--- config.mk ---
export PLATFORM = sky130hd
export DESIGN_NAME = mc_controller
export DESIGN_NICKNAME = d
export VERILOG_FILES = /design/src/rtl/mc_pkg.sv /design/src/rtl/mc_main_fsm.sv /design/src/rtl/mc_controller.sv
export SDC_FILE = /design/constraint.sdc
export NUM_CORES = 1
export LEC_CHECK = 0
export CORE_UTILIZATION = 37
export DETAILED_ROUTE_END_ITERATION = 8
export GPL_ROUTABILITY_DRIVEN = 0
export PLACE_DENSITY = 0.79
export SETUP_SLACK_MARGIN = 0.5
export SLEW_MARGIN = 20
export SYNTH_ARGS = -nofsm -noshare
export SYNTH_HDL_FRONTEND = slang
export SYNTH_SLANG_ARGS = --single-unit
--- constraint.sdc ---
create_clock -name clk_i -period 1.55 [get_ports clk_i]
set_input_delay 0.155 -clock clk_i [delete_from_list [all_inputs] [get_ports clk_i]]
set_output_delay 0.155 -clock clk_i [all_outputs]
set_load 0.05 [all_outputs]
--- src/rtl/mc_pkg.sv ---
// Shared types and encodings for the multicycle controller.
// State codes are visible on state_o4, so their values are fixed here.
package mc_pkg;

    typedef enum logic [3:0] {
        FETCH   = 4'd0,
        DECODE  = 4'd1,
        MEMADR  = 4'd2,
        MEMRD   = 4'd3,
        MEMWB   = 4'd4,
        MEMWR   = 4'd5,
        EXECUTE = 4'd6,
        ALUWB   = 4'd7,
        BRANCH  = 4'd8,
        ADDIEX  = 4'd9,
        ADDIWB  = 4'd10,
        JUMP    = 4'd11
    } state_t;

    localparam logic [5:0] OP_R    = 6'b000000;
    localparam logic [5:0] OP_LW   = 6'b100011;
    localparam logic [5:0] OP_SW   = 6'b101011;
    localparam logic [5:0] OP_BEQ  = 6'b000100;
    localparam logic [5:0] OP_BNE  = 6'b000101;
    localparam logic [5:0] OP_ADDI = 6'b001000;
    localparam logic [5:0] OP_J    = 6'b000010;

    localparam logic [5:0] FUNCT_SLL = 6'b000000;
    localparam logic [5:0] FUNCT_SRL = 6'b000010;

    localparam logic [1:0] SRCB_REGB    = 2'b00;
    localparam logic [1:0] SRCB_FOUR    = 2'b01;
    localparam logic [1:0] SRCB_IMM     = 2'b10;
    localparam logic [1:0] SRCB_IMM_SH2 = 2'b11;

    localparam logic [1:0] PC_ALU    = 2'b00;
    localparam logic [1:0] PC_ALUOUT = 2'b01;
    localparam logic [1:0] PC_JUMP   = 2'b10;

    localparam logic [1:0] ALU_ADD   = 2'b00;
    localparam logic [1:0] ALU_SUB   = 2'b01;
    localparam logic [1:0] ALU_FUNCT = 2'b10;

endpackage

--- src/rtl/mc_main_fsm.sv ---
// Purpose: state register, next-state logic and Moore output decode of the controller.
// Latency: outputs decode the current state combinationally; one state per clk_i.
// Backpressure: FETCH/MEMRD/MEMWR hold while mem_ready=0 when MEM_HANDSHAKE is set.
module mc_main_fsm
    import mc_pkg::*;
#(
    parameter int unsigned MEM_HANDSHAKE = 1,
    parameter int unsigned ENABLE_BNE    = 1
) (
    input  logic       clk_i,
    input  logic       rst_ni,
    input  logic [5:0] op,
    input  logic [5:0] funct,
    input  logic       mem_ready,
    output logic [3:0] state,
    output logic       iord,
    output logic       ir_write,
    output logic       mem_write,
    output logic       mem_to_reg,
    output logic       reg_dst_rtrd,
    output logic       enable_wreg,
    output logic       alu_src_a,
    output logic       apply_shift,
    output logic       pc_write,
    output logic       beq_branch,
    output logic       bne_branch,
    output logic       illegal,
    output logic [1:0] alu_src_b,
    output logic [1:0] pc_src,
    output logic [1:0] alu_alt_ctrl
);

    state_t state_q;
    state_t state_d;
    logic   mem_done;

    assign mem_done = (MEM_HANDSHAKE != 0) ? mem_ready : 1'b1;
    assign state    = state_q;

    always_ff @(posedge clk_i or negedge rst_ni) begin
        if (!rst_ni) begin
            state_q <= FETCH;
        end else begin
            state_q <= state_d;
        end
    end

    always_comb begin
        state_d      = state_q;
        iord         = 1'b0;
        ir_write     = 1'b0;
        mem_write    = 1'b0;
        mem_to_reg   = 1'b0;
        reg_dst_rtrd = 1'b0;
        enable_wreg  = 1'b0;
        alu_src_a    = 1'b0;
        apply_shift  = 1'b0;
        pc_write     = 1'b0;
        beq_branch   = 1'b0;
        bne_branch   = 1'b0;
        illegal      = 1'b0;
        alu_src_b    = SRCB_REGB;
        pc_src       = PC_ALU;
        alu_alt_ctrl = ALU_ADD;
        case (state_q)
            FETCH: begin
                alu_src_b = SRCB_FOUR;
                ir_write  = mem_done;
                pc_write  = mem_done;
                if (mem_done) state_d = DECODE;
            end
            DECODE: begin
                alu_src_b = SRCB_IMM_SH2;
                state_d   = FETCH;
                case (op)
                    OP_LW, OP_SW: state_d = MEMADR;
                    OP_R:         state_d = EXECUTE;
                    OP_BEQ:       state_d = BRANCH;
                    OP_ADDI:      state_d = ADDIEX;
                    OP_J:         state_d = JUMP;
                    OP_BNE: begin
                        if (ENABLE_BNE != 0) state_d = BRANCH;
                        else                 illegal = 1'b1;
                    end
                    default:      illegal = 1'b1;
                endcase
            end
            MEMADR: begin
                alu_src_a = 1'b1;
                alu_src_b = SRCB_IMM;
                state_d   = (op == OP_SW) ? MEMWR : MEMRD;
            end
            MEMRD: begin
                iord = 1'b1;
                if (mem_done) state_d = MEMWB;
            end
            MEMWB: begin
                mem_to_reg  = 1'b1;
                enable_wreg = 1'b1;
                state_d     = FETCH;
            end
            MEMWR: begin
                // Write strobe stays up for the whole hold so slow memories see a stable request.
                iord      = 1'b1;
                mem_write = 1'b1;
                if (mem_done) state_d = FETCH;
            end
            EXECUTE: begin
                alu_src_a    = 1'b1;
                alu_alt_ctrl = ALU_FUNCT;
                apply_shift  = (funct == FUNCT_SLL) || (funct == FUNCT_SRL);
                state_d      = ALUWB;
            end
            ALUWB: begin
                reg_dst_rtrd = 1'b1;
                enable_wreg  = 1'b1;
                state_d      = FETCH;
            end
            BRANCH: begin
                alu_src_a    = 1'b1;
                alu_alt_ctrl = ALU_SUB;
                pc_src       = PC_ALUOUT;
                beq_branch   = (op == OP_BEQ);
                bne_branch   = (ENABLE_BNE != 0) && (op == OP_BNE);
                state_d      = FETCH;
            end
            ADDIEX: begin
                alu_src_a = 1'b1;
                alu_src_b = SRCB_IMM;
                state_d   = ADDIWB;
            end
            ADDIWB: begin
                enable_wreg = 1'b1;
                state_d     = FETCH;
            end
            JUMP: begin
                pc_src   = PC_JUMP;
                pc_write = 1'b1;
                state_d  = FETCH;
            end
            default: state_d = FETCH;
        endcase
    end

endmodule

--- src/rtl/mc_controller.sv ---
// Purpose: multicycle CPU control unit; FSM plus PC-enable combine and reset gating.
// Latency: lw 5 cycles, sw/R/addi 4, beq/bne/j 3 with memory ready.
// Backpressure: memory states stall on mem_ready_i=0 when MEM_HANDSHAKE=1.
module mc_controller
    import mc_pkg::*;
#(
    parameter int unsigned MEM_HANDSHAKE = 1,
    parameter int unsigned ENABLE_BNE    = 1
) (
    input  logic       clk_i,
    input  logic       rst_ni,
    input  logic [5:0] op_i6,
    input  logic [5:0] funct_i6,
    input  logic       zero_i,
    input  logic       mem_ready_i,
    output logic       iord_o,
    output logic       ir_write_o,
    output logic       mem_write_o,
    output logic       mem_to_reg_o,
    output logic       reg_dst_rtrd_o,
    output logic       enable_wreg_o,
    output logic       alu_src_a_o,
    output logic       apply_shift_o,
    output logic       pc_en_o,
    output logic       illegal_o,
    output logic [1:0] alu_src_b_o2,
    output logic [1:0] pc_src_o2,
    output logic [1:0] alu_alt_ctrl_o2,
    output logic [3:0] state_o4
);

    logic ir_write;
    logic mem_write;
    logic enable_wreg;
    logic illegal;
    logic pc_write;
    logic beq_branch;
    logic bne_branch;

    mc_main_fsm #(
        .MEM_HANDSHAKE (MEM_HANDSHAKE),
        .ENABLE_BNE    (ENABLE_BNE)
    ) u_fsm (
        .clk_i        (clk_i),
        .rst_ni       (rst_ni),
        .op           (op_i6),
        .funct        (funct_i6),
        .mem_ready    (mem_ready_i),
        .state        (state_o4),
        .iord         (iord_o),
        .ir_write     (ir_write),
        .mem_write    (mem_write),
        .mem_to_reg   (mem_to_reg_o),
        .reg_dst_rtrd (reg_dst_rtrd_o),
        .enable_wreg  (enable_wreg),
        .alu_src_a    (alu_src_a_o),
        .apply_shift  (apply_shift_o),
        .pc_write     (pc_write),
        .beq_branch   (beq_branch),
        .bne_branch   (bne_branch),
        .illegal      (illegal),
        .alu_src_b    (alu_src_b_o2),
        .pc_src       (pc_src_o2),
        .alu_alt_ctrl (alu_alt_ctrl_o2)
    );

    // Side-effecting strobes are masked while reset is held, even though the state is FETCH.
    assign ir_write_o    = rst_ni & ir_write;
    assign mem_write_o   = rst_ni & mem_write;
    assign enable_wreg_o = rst_ni & enable_wreg;
    assign illegal_o     = rst_ni & illegal;
    assign pc_en_o       = rst_ni & (pc_write | (beq_branch & zero_i) | (bne_branch & ~zero_i));

endmodule

==> summary.md, run 1 <==
| Metric | Value |
|---|---|
| Status | stopped before the end |
| Last stage | clock tree synthesis (4_1_cts) |
| Stop Error | [ERROR DPL-0038] Utilization greater than 100%, impossible to legalize |
| Post-synth top area cell | dfrtp_1 |
| DP Wirelength | 2380 µm |
| Post-CTS Setup Inserts | 11 |
| PostCTS Resize Cnt | 50 |
| Post-synth top area share | 16.5% |
| Number of synthesized flops with an enable pin | 0 |
| IO Pins | 36 |
| Mapped Area | 608 µm² |
| Clock Path Buffers | 2 |
| Placed cells | 145 |
| Die H | 42.5 µm |
| # rows | 14 |
| Initial core utilization | around two fifths |
| Post-synthesis sequential area ratio | 16.5% |
| CTS root buf | clkbuf_4 |
| Cell variety after synth | 40 |
| Port Buf Inserts | 34 |
| Top_reg_cell synth | dfrtp_1 |
| #FFs+latches synth | 4 |
| Clock Sinks | 4 |
| Mean post-synth cell area | ~7.4 µm² |
| Pre-CTS setup slack | -267 ps |
| Yosys warnings | 0 |
| Hold buffers post-CTS | 0 |
| Synth async-reset ratio | between 90% and 100% |
| Synthesized instance count | 82 |
| CTS Buf Count | 3 |
| Mapped Nets | 98 |
| Die width | 42.5 µm |
| Top area cells in the synthesized netlist | dfrtp_1, nor2_1, nor4b_1 |
| H-tree levels | 1 |
cells in the mapped netlist, types with 2 or more instances:
master	n
buf_2	3
nor4_1	2
nand3_1	2
nor3b_1	4
inv_1	2
nand4_1	2
xor2_1	2
o21ai_0	3
nand2b_1	5
dfrtp_1	4
buf_4	2
clkbuf_2	2
a31oi_1	2
nor3_1	4
a21oi_1	2
nand2_1	3
o211ai_1	2
nor2_1	10
nor4b_1	4
nor2b_1	2
logic make-up after synthesis:
group / share of synthesized area, %
buffers and inverters: 8.43
AO/OA/AOI/OAI: 23.0
XOR/XNOR: 4.32
flip-flops: 16.5
AND/OR/NAND/NOR: 47.7
through the flow:
| stage | area (µm²) | util (%) |
|---|---|---|
| after detailed placement | 1450 | 95.2 |
| after global placement | 1450 | 95.2 |
| after floorplan | 807 | - |
==> run 2, diff against run 1 <==
Settings changed: CORE_AREA set to 2 2 63 65, CORE_UTILIZATION 37 to not set, DIE_AREA set to 0 0 65 67, PLACE_DENSITY 0.79 to not set, PLACE_DENSITY_LB_ADDON set to 0.15, SETUP_SLACK_MARGIN 0.5 to not set.
==> run 2 against run 1 <==
Against the previous run: the flow now finishes, with violations (negative setup slack); synthesized area unchanged; synthesized cell count unchanged.
==> summary.md, run 2 <==
| Metric | Value |
|---|---|
| Via count | 859 |
| Latest clock arrival within the worst-skew pair | about 220 ps |
| Hold buffers post-CTS | 0 (unchanged) |
| Top area cells in the synthesized netlist | dfrtp_1, nor2_1, nor4b_1 |
| Top_reg_cell synth | dfrtp_1 |
| Post-synth top area share | 16.5% (unchanged) |
| Die H | 67 µm (+57%) |
| Core box area | 3610 µm² |
| Fmax | 0.546 GHz |
| Critical Path Max Stage Delay | 520 ps |
| Sequential Area | between 100 and 150 µm² |
| Pin count of the biggest net entering global routing | 19 |
| Reg clk slew, reported paths | 30 ps |
| # rows | 22 (+8) |
| Slew @ Worst Pin | between 300 and 400 ps |
| Leakage dissipation | 0.631 nW |
| Final Max Tran Viols | 0 |
| DP Area | 1500 µm² (+3.3%) |
| Worst hold-check path type | input pin to asynchronous set/reset pin |
| Top Family by Delay on Critical Path | simple AND/OR/NAND/NOR gates |
| Via density | about 4.6 |
| Pwr Total | 2.44 mW |
| End of the worst register-to-register path | u_fsm.state[1] |
| Setup CP Type | register to output port |
| Failing checks | negative setup slack |
| Final core utilization | between 40 and 50% |
| Unrepaired setup endpoints after global routing | true |
| CTS root buf | clkbuf_8 |
| Pre-CTS setup slack | -253 ps (+14.2 ps) |
| Number of synthesized flops with an enable pin | 0 (unchanged) |
| First-pass GRT wire length | 3870 µm |
| Mapped Nets | 98 (unchanged) |
| Final setup fails | 9 |
| Max IR drop VDD | 0.567 mV |
| Crit path capture type | output port |
| Final #Nets | 158 |
| Pwr dens | ~1500 nW/µm² |
| Period utilization | 118% |
| DRC viols | 0 |
| Post-synthesis sequential area ratio | 16.5% (unchanged) |
| Initial core utilization | 16.9% (-23 points) |
| Initial antenna violation count | 0 |
| Post-route setup slack | -283 ps |
| Clock skew | 3.04 ps |
| Cell variety after synth | 40 (unchanged) |
| Die ar. | 4360 µm² |
| CTS tree | built |
| Final wirelength | 2360 µm |
| Mapped Area | 608 µm² (unchanged) |
| Clock Sinks | 4 (unchanged) |
| Antenna Cells | 0 |
| Synthesis-to-layout area growth | 176% |
| Synthesized instance count | 82 (unchanged) |
| Fillers | 339 |
| Layout cell share with drive strength beyond 1 | 58.6% |
| Cell Count, Final, Fillers Out | 188 |
| Most frequent cells in the layout | buf_4, buf_12, clkdlybuf4s50_1 |
| Relative slew margins | 76.2% |
| Die width | 65 µm (+53%) |
| Synth async-reset ratio | 100% (unchanged) |
| Mean post-synth cell area | 7.42 µm² (unchanged) |
| IO Pins | 36 (unchanged) |
| DP Wirelength | 1890 µm (-20%) |
| Reg2reg start | u_fsm.state[1] |
| Crit-path cells | or4b_1 -> a21o_1 -> a21boi_4 -> buf_12 |
| Post-synth top area cell | dfrtp_1 |
| Drt initial violations | 12 |
| Area of the multi-input gates | 672 µm² |
| Number of flip-flops in the largest register | 4 |
| Placed cells | 181 (+25%) |
| Worst path arrival time | 1680 ps |
| Gr usage total | 11.3% |
| Port Buf Inserts | 34 (unchanged) |
| Vias in the first global route | 864 |
| Design Area, Final | approximately 1700 µm² |
| Crit path launch | u_fsm.state[3] |
| H-tree levels | 1 (unchanged) |
| DRT Pass-1 Iters | 6 |
| Hold Fails Final Rpt | 0 |
| Yosys warnings | 0 (unchanged) |
| Startpoint Class | register |
| Slowest stage cell, crit path | or4b_1 |
| FF-to-FF setup slack | ~50 ps |
| CTS Buf Count | 3 (unchanged) |
| CP required | between 1000 and 1500 ps |
| Tmin final | 1830 ps |
| Critical path fanouts, max | 2 |
| Worst path bufs/invs | 1 |
| Antenna-violating nets left | 0 |
| Reg2reg path depth | 4 |
| Total gr overflow | 0 |
| Clock Path Buffers | 2 (unchanged) |
| #FFs+latches synth | 4 (unchanged) |
| Status | complete, but fails checks |
| Most common cell after layout, fill and taps aside | buf_4 |
| Max cap viols | 0 |
| DR WL/cell | 12.5 µm |
| Most frequent cell after synthesis | nor2_1 |
| Top cells by count, synth | nor2_1, nand2b_1 |
-- run 2: cell counts after synthesis --
No cell type changed its count.
-- run 2: kinds of logic (layout without fill, tap and decap cells) --
kind of cell | Yosys count | after routing | share of synthesized area [%]
buffers and inverters | 10 | 68 | 8.43
DFF | 4 | 4 | 16.5
AOI/OAI and AO/OA | 19 | 19 | 23.0
xor gates and xnor gates | 3 | 3 | 4.32
and+or+nand+nor | 46 | 46 | 47.7
-- run 2: layer usage --
layer | GRT usage [%] | wire, µm
met3 | 0.845 | 121
met2 | 20.6 | 1260
met5 | 0 | 0
met1 | 13.5 | 954
met4 | 4.79 | 15
-- run 2: worst max path at each step --
stage	end	slack [ps]	depth (start not counted)
floorplan	pc_en_o	-630	4
global placement	pc_en_o	-250	5
detailed placement	illegal_o	-250	5
CTS	pc_en_o	-270	5
global route	pc_en_o	-360	5
finish	pc_en_o	-280	4
-- run 2: layout make-up --
class                   instances  area share (%)
well taps                      48            3.58
clock buffers                   3            2.46
multi-input cells              68            40.0
inverters                       2           0.447
repair buffers                 63            47.2
flip-flops and latches          4            6.26
-- run 2: repair_timing --
| action | in CTS | in global routing |
|---|---|---|
| resized for setup | 18 | 9 |
| buffers inserted | 5 | 0 |
| pin swaps | 7 | 2 |
| endpoints found under the setup margin | 13 | 16 |
-- run 2: through the flow --
| stage | hold slack [ps] | setup TNS (ps) |
|---|---|---|
| after detailed placement | 496 | -690 |
| after global routing | 354 | -2070 |
| after CTS | 295 | -1370 |
| after floorplan | -141 | -2590 |
| after global placement | 489 | -614 |
| final | 327 | -1270 |
-- run 2: report_power, final --
group / switching [mW] / leakage, nW / internal [mW]
clock network: 0.0544 / 0.0216 / 0.166
logic: 1.07 / 0.562 / 0.983
registers: 0.0300 / 0.0476 / 0.142
total: 1.15 / 0.631 / 1.29
(Power assumes the default switching activity.)
==> run 3, diff against run 2 <==
Settings changed: PLACE_DENSITY_LB_ADDON 0.15 to 0.1.
==> run 3 against run 2 <==
Against the previous run: the flow still finishes with violations (negative setup slack); cell count is 0.53% lower; combinational power hardly changed; global-route usage is 0.73 points lower; highest routed layer is now met3; sequential power about the same; clock-buffer cell count unchanged; clock skew rose by 4.0 ps; flip-flop and latch count did not move; core utilization fell by 0.76 points.
==> summary.md, run 3 (synthesis gave the netlist of run 2 again) <==
| Metric | Value |
|---|---|
| Worst path arrival time | 1640 ps (-40 ps) |
| Unrepaired setup endpoints after global routing | true |
| Final #Nets | 157 (-0.63%) |
| Post-route setup slack | -245 ps (+37.5 ps) |
| Initial antenna violation count | 0 (unchanged) |
| Failing checks | negative setup slack |
| Tmin final | 1800 ps (-37.5 ps) |
| Period utilization | 116% (-2.4 points) |
| Clock skew | 7.03 ps (+3.99 ps) |
| DRT Pass-1 Iters | 3 (-3) |
| Latest clock arrival within the worst-skew pair | 220 ps (about the same) |
| Most frequent cells in the layout | buf_4, buf_12, clkdlybuf4s50_1, dlygate4sd2_1, nor2_1 |
| Max IR drop VDD | 0.560 mV (-1.1%) |
| Pwr Total | 2.42 mW (-0.96%) |
| Total gr overflow | 0 (unchanged) |
| Final setup fails | 8 (-1) |
| Via count | 843 (-1.9%) |
| Pre-CTS setup slack | -217 ps (+36.1 ps) |
| Worst hold-check path type | input pin to asynchronous set/reset pin |
| Die H | 67 µm (unchanged) |
| Clock Sinks | 4 (unchanged) |
| Leakage dissipation | 0.633 nW (+0.29%) |
| Die width | 65 µm (unchanged) |
| DR WL/cell | 11.8 µm (-6.0%) |
| CTS root buf | clkbuf_8 |
| Cell Count, Final, Fillers Out | 187 (-0.53%) |
| Fin Hold WS | 270 ps (-57.1 ps) |
| Hold Fails Final Rpt | 0 (unchanged) |
| Fmax | 0.557 GHz (+2.1%) |
| Critical path fanouts, max | 2 (unchanged) |
| Final Max Tran Viols | 0 (unchanged) |
| Final core utilization | 45.8% (-0.76 points) |
| Final wirelength | 2200 µm (-6.5%) |
| IO Pins | 36 (unchanged) |
| Design Area, Final | 1650 µm² (-1.6%) |
| Status | complete, but fails checks |
| Initial core utilization | 16.9% (unchanged) |
| Relative slew margins | 78.2% (+2.0 points) |
| Die ar. | 4360 µm² (unchanged) |
| CTS Buf Count | 3 (unchanged) |
| Max cap viols | 0 (unchanged) |
| Pwr dens | 1470 nW/µm² (+0.69%) |
| First-pass GRT wire length | 3690 µm (-4.6%) |
| Antenna-violating nets left | 0 (unchanged) |
| Setup CP Type | register to output port |
| DP Wirelength | 1830 µm (-3.1%) |
| Setup_tns | -609 ps (+660 ps) |
| Number of flip-flops in the largest register | 4 (unchanged) |
| Crit path capture type | output port |
| Placed cells | 180 (-0.55%) |
| Synthesis-to-layout area growth | 171% |
| Drt initial violations | 10 (-2) |
| Met3 Usage GRT | 1.18% (+0.34 points) |
| Reg clk slew, reported paths | 30 ps (about the same) |
| Via density | 4.51 (-1.3%) |
| CTS tree | built |
| FF-to-FF setup slack | 130 ps (+80 ps) |
| Slew @ Worst Pin | 324 ps (-32.3 ps) |
| Core box area | 3610 µm² (unchanged) |
| Met1 GRT Util | 12.1% (-1.4 points) |
| DRC viols | 0 (unchanged) |
| Antenna Cells | 0 (unchanged) |
| Reg2reg path depth | 5 (+1) |
| Startpoint Class | register |
| Reg2reg start | u_fsm.state[0] |
| DP Area | 1490 µm² (-0.50%) |
| Gr usage total | 10.6% (-0.73 points) |
| End of the worst register-to-register path | u_fsm.state[2] |
| CP required | 1390 ps (about the same) |
| Layout cell share with drive strength beyond 1 | 59.7% (+1.1 points) |
| Port Buf Inserts | 34 (unchanged) |
| GRT busiest layer | met2 |
| Met2 global-route usage | 20.2% (-0.39 points) |
| Pin count of the biggest net entering global routing | 19 (unchanged) |
| Most common cell after layout, fill and taps aside | buf_4 |
| # rows | 22 (unchanged) |
| Clock Path Buffers | 2 (unchanged) |
| Vias in the first global route | 822 (-4.9%) |
| H-tree levels | 1 (unchanged) |
==> run 3: cell count changes in the layout (fill, tap and decap cells not counted), sizes merged <==
cell,delta
dlymetal6s2s,+1
clkdlybuf4s15,+1
dlygate4sd2,+2
clkdlybuf4s50,-4
buf,-1
==> run 3: cell type report <==
| class | count | area (µm²) |
|---|---|---|
| clock buffer | 3 | 41.3 |
| fill | 348 | 1960 |
| tap | 48 | 60.1 |
| sequential | 4 | 105 |
| timing repair buffer | 62 | 768 |
| inverter | 2 | 7.51 |
| multi-input combinational | 68 | 668 |
==> run 3: metal layers <==
metal / up-vias / share of wire, %
met3: 0 / 5.4
met1: 393 / 42
met5: - / 0
met4: 0 / 0
li1: 428 / -
met2: 22 / 53
==> run 3: how the worst max path moves through the flow <==
stage	from	end	slack, ps	cells after the start
finish	u_fsm.state[3]	pc_en_o	-250	4
global route	u_fsm.state[0]	pc_en_o	-310	5
CTS	u_fsm.state[3]	pc_en_o	-240	4
detailed placement	op_i6[0]	illegal_o	-220	5
global placement	mem_ready_i	pc_en_o	-200	5
floorplan	u_fsm.state[2]	pc_en_o	-630	4
==> run 3: worst max-delay path, cell delays in order, from the launching register on <==
cell      delay [ps]
dfrtp_2          390
or4b_1           520
a21o_1           200
a21boi_4         170
buf_12           150
==> run 3: power breakdown <==
group / leakage [nW] / switching [mW] / total (mW) / internal (mW)
registers: 0.0476 / 0.0298 / 0.172 / 0.142
clock network: 0.0216 / 0.0524 / 0.218 / 0.165
logic: 0.564 / 1.06 / 2.03 / 0.972
==> run 3: repair_timing <==
item,4_1_cts,5_1_grt
pin swaps,8,9
gates resized for setup,25,7
setup endpoints to repair,14,15
hold endpoints to repair,0,0
hold buffers,0,0
setup buffers,0,5
==> run 4, diff against run 3 <==
==> constraint.sdc (replaced) <==
create_clock -name clk_i -period 1.55 [get_ports clk_i]
set_input_delay 0.155 -clock clk_i [delete_from_list [all_inputs] [get_ports clk_i]]
set_output_delay 0.155 -clock clk_i [all_outputs]
set_load 0.1 [all_outputs]
==> run 4 against run 3 <==
Against the previous run: the run still ends with negative setup slack left; total power increased by 35%; sequential power up 15%; via count grew 8.4%; worst hold slack better by 27 ps; critical endpoint unchanged; core utilization increased by 7.3 points; critical path depth did not move; clock power is 3% lower; first-iteration DRC count stayed put.
==> summary.md, run 4 (synthesis gave the netlist of run 2 again) <==
| Metric | Value |
|---|---|
| Max IR drop VDD | 0.950 mV (+69%) |
| Unrepaired setup endpoints after global routing | true |
| Final #Nets | 174 (+11%) |
| Crit path capture type | output port |
| Period utilization | 122% (+6.4 points) |
| Total gr overflow | 0 (unchanged) |
| Relative slew margins | 77.2% (-1.1 points) |
| Final wirelength | 2570 µm (+17%) |
| Die H | 67 µm (unchanged) |
| Critical path fanouts, max | 2 (unchanged) |
| Port Buf Inserts | 34 (unchanged) |
| Final core utilization | 53.1% (+7.3 points) |
| Tmin final | 1900 ps (+100 ps) |
| CP required | 1390 ps (about the same) |
| Die ar. | 4360 µm² (unchanged) |
| Worst path arrival time | 1740 ps (+100 ps) |
| Antenna-violating nets left | 0 (unchanged) |
| Worst hold-check path type | input pin to asynchronous set/reset pin |
| Max cap viols | 0 (unchanged) |
| Latest clock arrival within the worst-skew pair | 210 ps (about the same) |
| DR WL/cell | 12.6 µm (+7.0%) |
| CTS root buf | clkbuf_8 |
| Antenna Cells | 0 (unchanged) |
| Number of flip-flops in the largest register | 4 (unchanged) |
| Pwr Total | 3.28 mW (+35%) |
| Final Max Tran Viols | 0 (unchanged) |
| Leakage dissipation | 0.755 nW (+19%) |
| Clock Path Buffers | 2 (unchanged) |
| Layout cell share with drive strength beyond 1 | 67.9% (+8.2 points) |
| CTS tree | built |
| Synthesis-to-layout area growth | 215% |
| CTS Buf Count | 3 (unchanged) |
| Design Area, Final | 1910 µm² (+16%) |
| Setup CP Type | register to output port |
| Pwr dens | 1710 nW/µm² (+17%) |
| Gr usage total | 12.4% (+1.9 points) |
| Vias in the first global route | 913 (+11%) |
| DRT Pass-1 Iters | 3 (unchanged) |
| Hold buffers post-CTS | 0 (unchanged) |
| Via count | 914 (+8.4%) |
| Clock Sinks | 4 (unchanged) |
| Initial antenna violation count | 0 (unchanged) |
| # rows | 22 (unchanged) |
| Reg clk slew, reported paths | 30 ps (about the same) |
| DP Area | 1560 µm² (+4.3%) |
| Most frequent cells in the layout | buf_4, buf_12, buf_6 |
| Slew @ Worst Pin | 340 ps (+15.8 ps) |
| H-tree levels | 1 (unchanged) |
| Fillers | 337 (-3.2%) |
| Die width | 65 µm (unchanged) |
| IO Pins | 36 (unchanged) |
| Status | complete, but fails checks |
| Via density | 4.48 (-0.61%) |
| First-pass GRT wire length | 4110 µm (+11%) |
| Post-route setup slack | -345 ps (-100 ps) |
| Core box area | 3610 µm² (unchanged) |
| Initial core utilization | 16.9% (unchanged) |
| DRC viols | 0 (unchanged) |
| Most common cell after layout, fill and taps aside | buf_4 |
| Pin count of the biggest net entering global routing | 15 (-4) |
| Final setup fails | 18 (+10) |
| Startpoint Class | register |
| Hold Fails Final Rpt | 0 (unchanged) |
| DP Wirelength | 1920 µm (+4.8%) |
| Drt initial violations | 10 (unchanged) |
| Clock skew | 1.55 ps (-5.48 ps) |
| Failing checks | negative setup slack |
| Fmax | 0.528 GHz (-5.3%) |
| Setup_tns | -3150 ps (-2540 ps) |
## run 4: changes by cell type in the layout (fill, tap and decap cells not counted), moves of 2 or more
cell / change
nand2_1: -2
buf_12: +3
dfrtp_2: -4
buf_4: +5
buf_6: +8
dfrtp_4: +4
## run 4: metrics by stage
step	cells	hold WS (ps)	worst slack [ps]
2_1_floorplan	82	-141	-1490
3_3_place_gp	185	495	-293
3_5_place_dp	185	496	-302
4_1_cts	195	299	-366
5_1_grt	204	308	-419
6_report	204	297	-345
## run 4: repair_timing
| action | 4_1_cts | 5_1_grt |
|---|---|---|
| setup endpoints to repair | 18 | 20 |
| setup buffers | 8 | 11 |
| pin swaps | 11 | 15 |
| gates cloned | 0 | 0 |
| gates resized for setup | 44 | 11 |
## run 4: worst paths after layout
check	start	endpoint	slack, ps	cells past startpoint
worst max-delay path	u_fsm.state[3]	pc_en_o	-350	4
max in group asynchronous	rst_ni	u_fsm.state[1]	1120	2
min in group clk_i	op_i6[0]	u_fsm.state[0]	510	4
worst min register to register	u_fsm.state[3]	u_fsm.state[0]	900	5
worst min-delay path	rst_ni	u_fsm.state[0]	300	2
worst max register to register	u_fsm.state[3]	u_fsm.state[1]	-140	6
## run 4: final cells by class
type,instances,area [µm²],area share (%)
clock buffers,3,41.3,2.16
inverters,2,10.0,0.523
multi-input cells,68,721,37.6
flip-flops and latches,4,115,6.01
well taps,48,60.1,3.14
repair buffers,79,967,50.5
## run 4: per-layer routing
layer  share of wire (%)  vias to the layer above  wire length (µm)  GRT usage (%)
met5                   0                        -                 0              0
met4                0.89                        0                23           4.26
met3                 3.9                        2               101           2.36
met2                  58                       24              1500           24.1
met1                  37                      428               947           13.3
li1                    -                      460                 -              -
## run 4: worst max-delay path: stages, from the launching register on
cell      delay [ps]
dfrtp_4          470
or4b_1           520
a21o_1           190
a21boi_4         150
buf_12           190
## run 4: report_power, final
part	switching (mW)	total, mW	internal, mW
combinational	1.61	2.87	1.25
sequential	0.0410	0.197	0.156
clock	0.0474	0.212	0.165
total	1.70	3.28	1.57
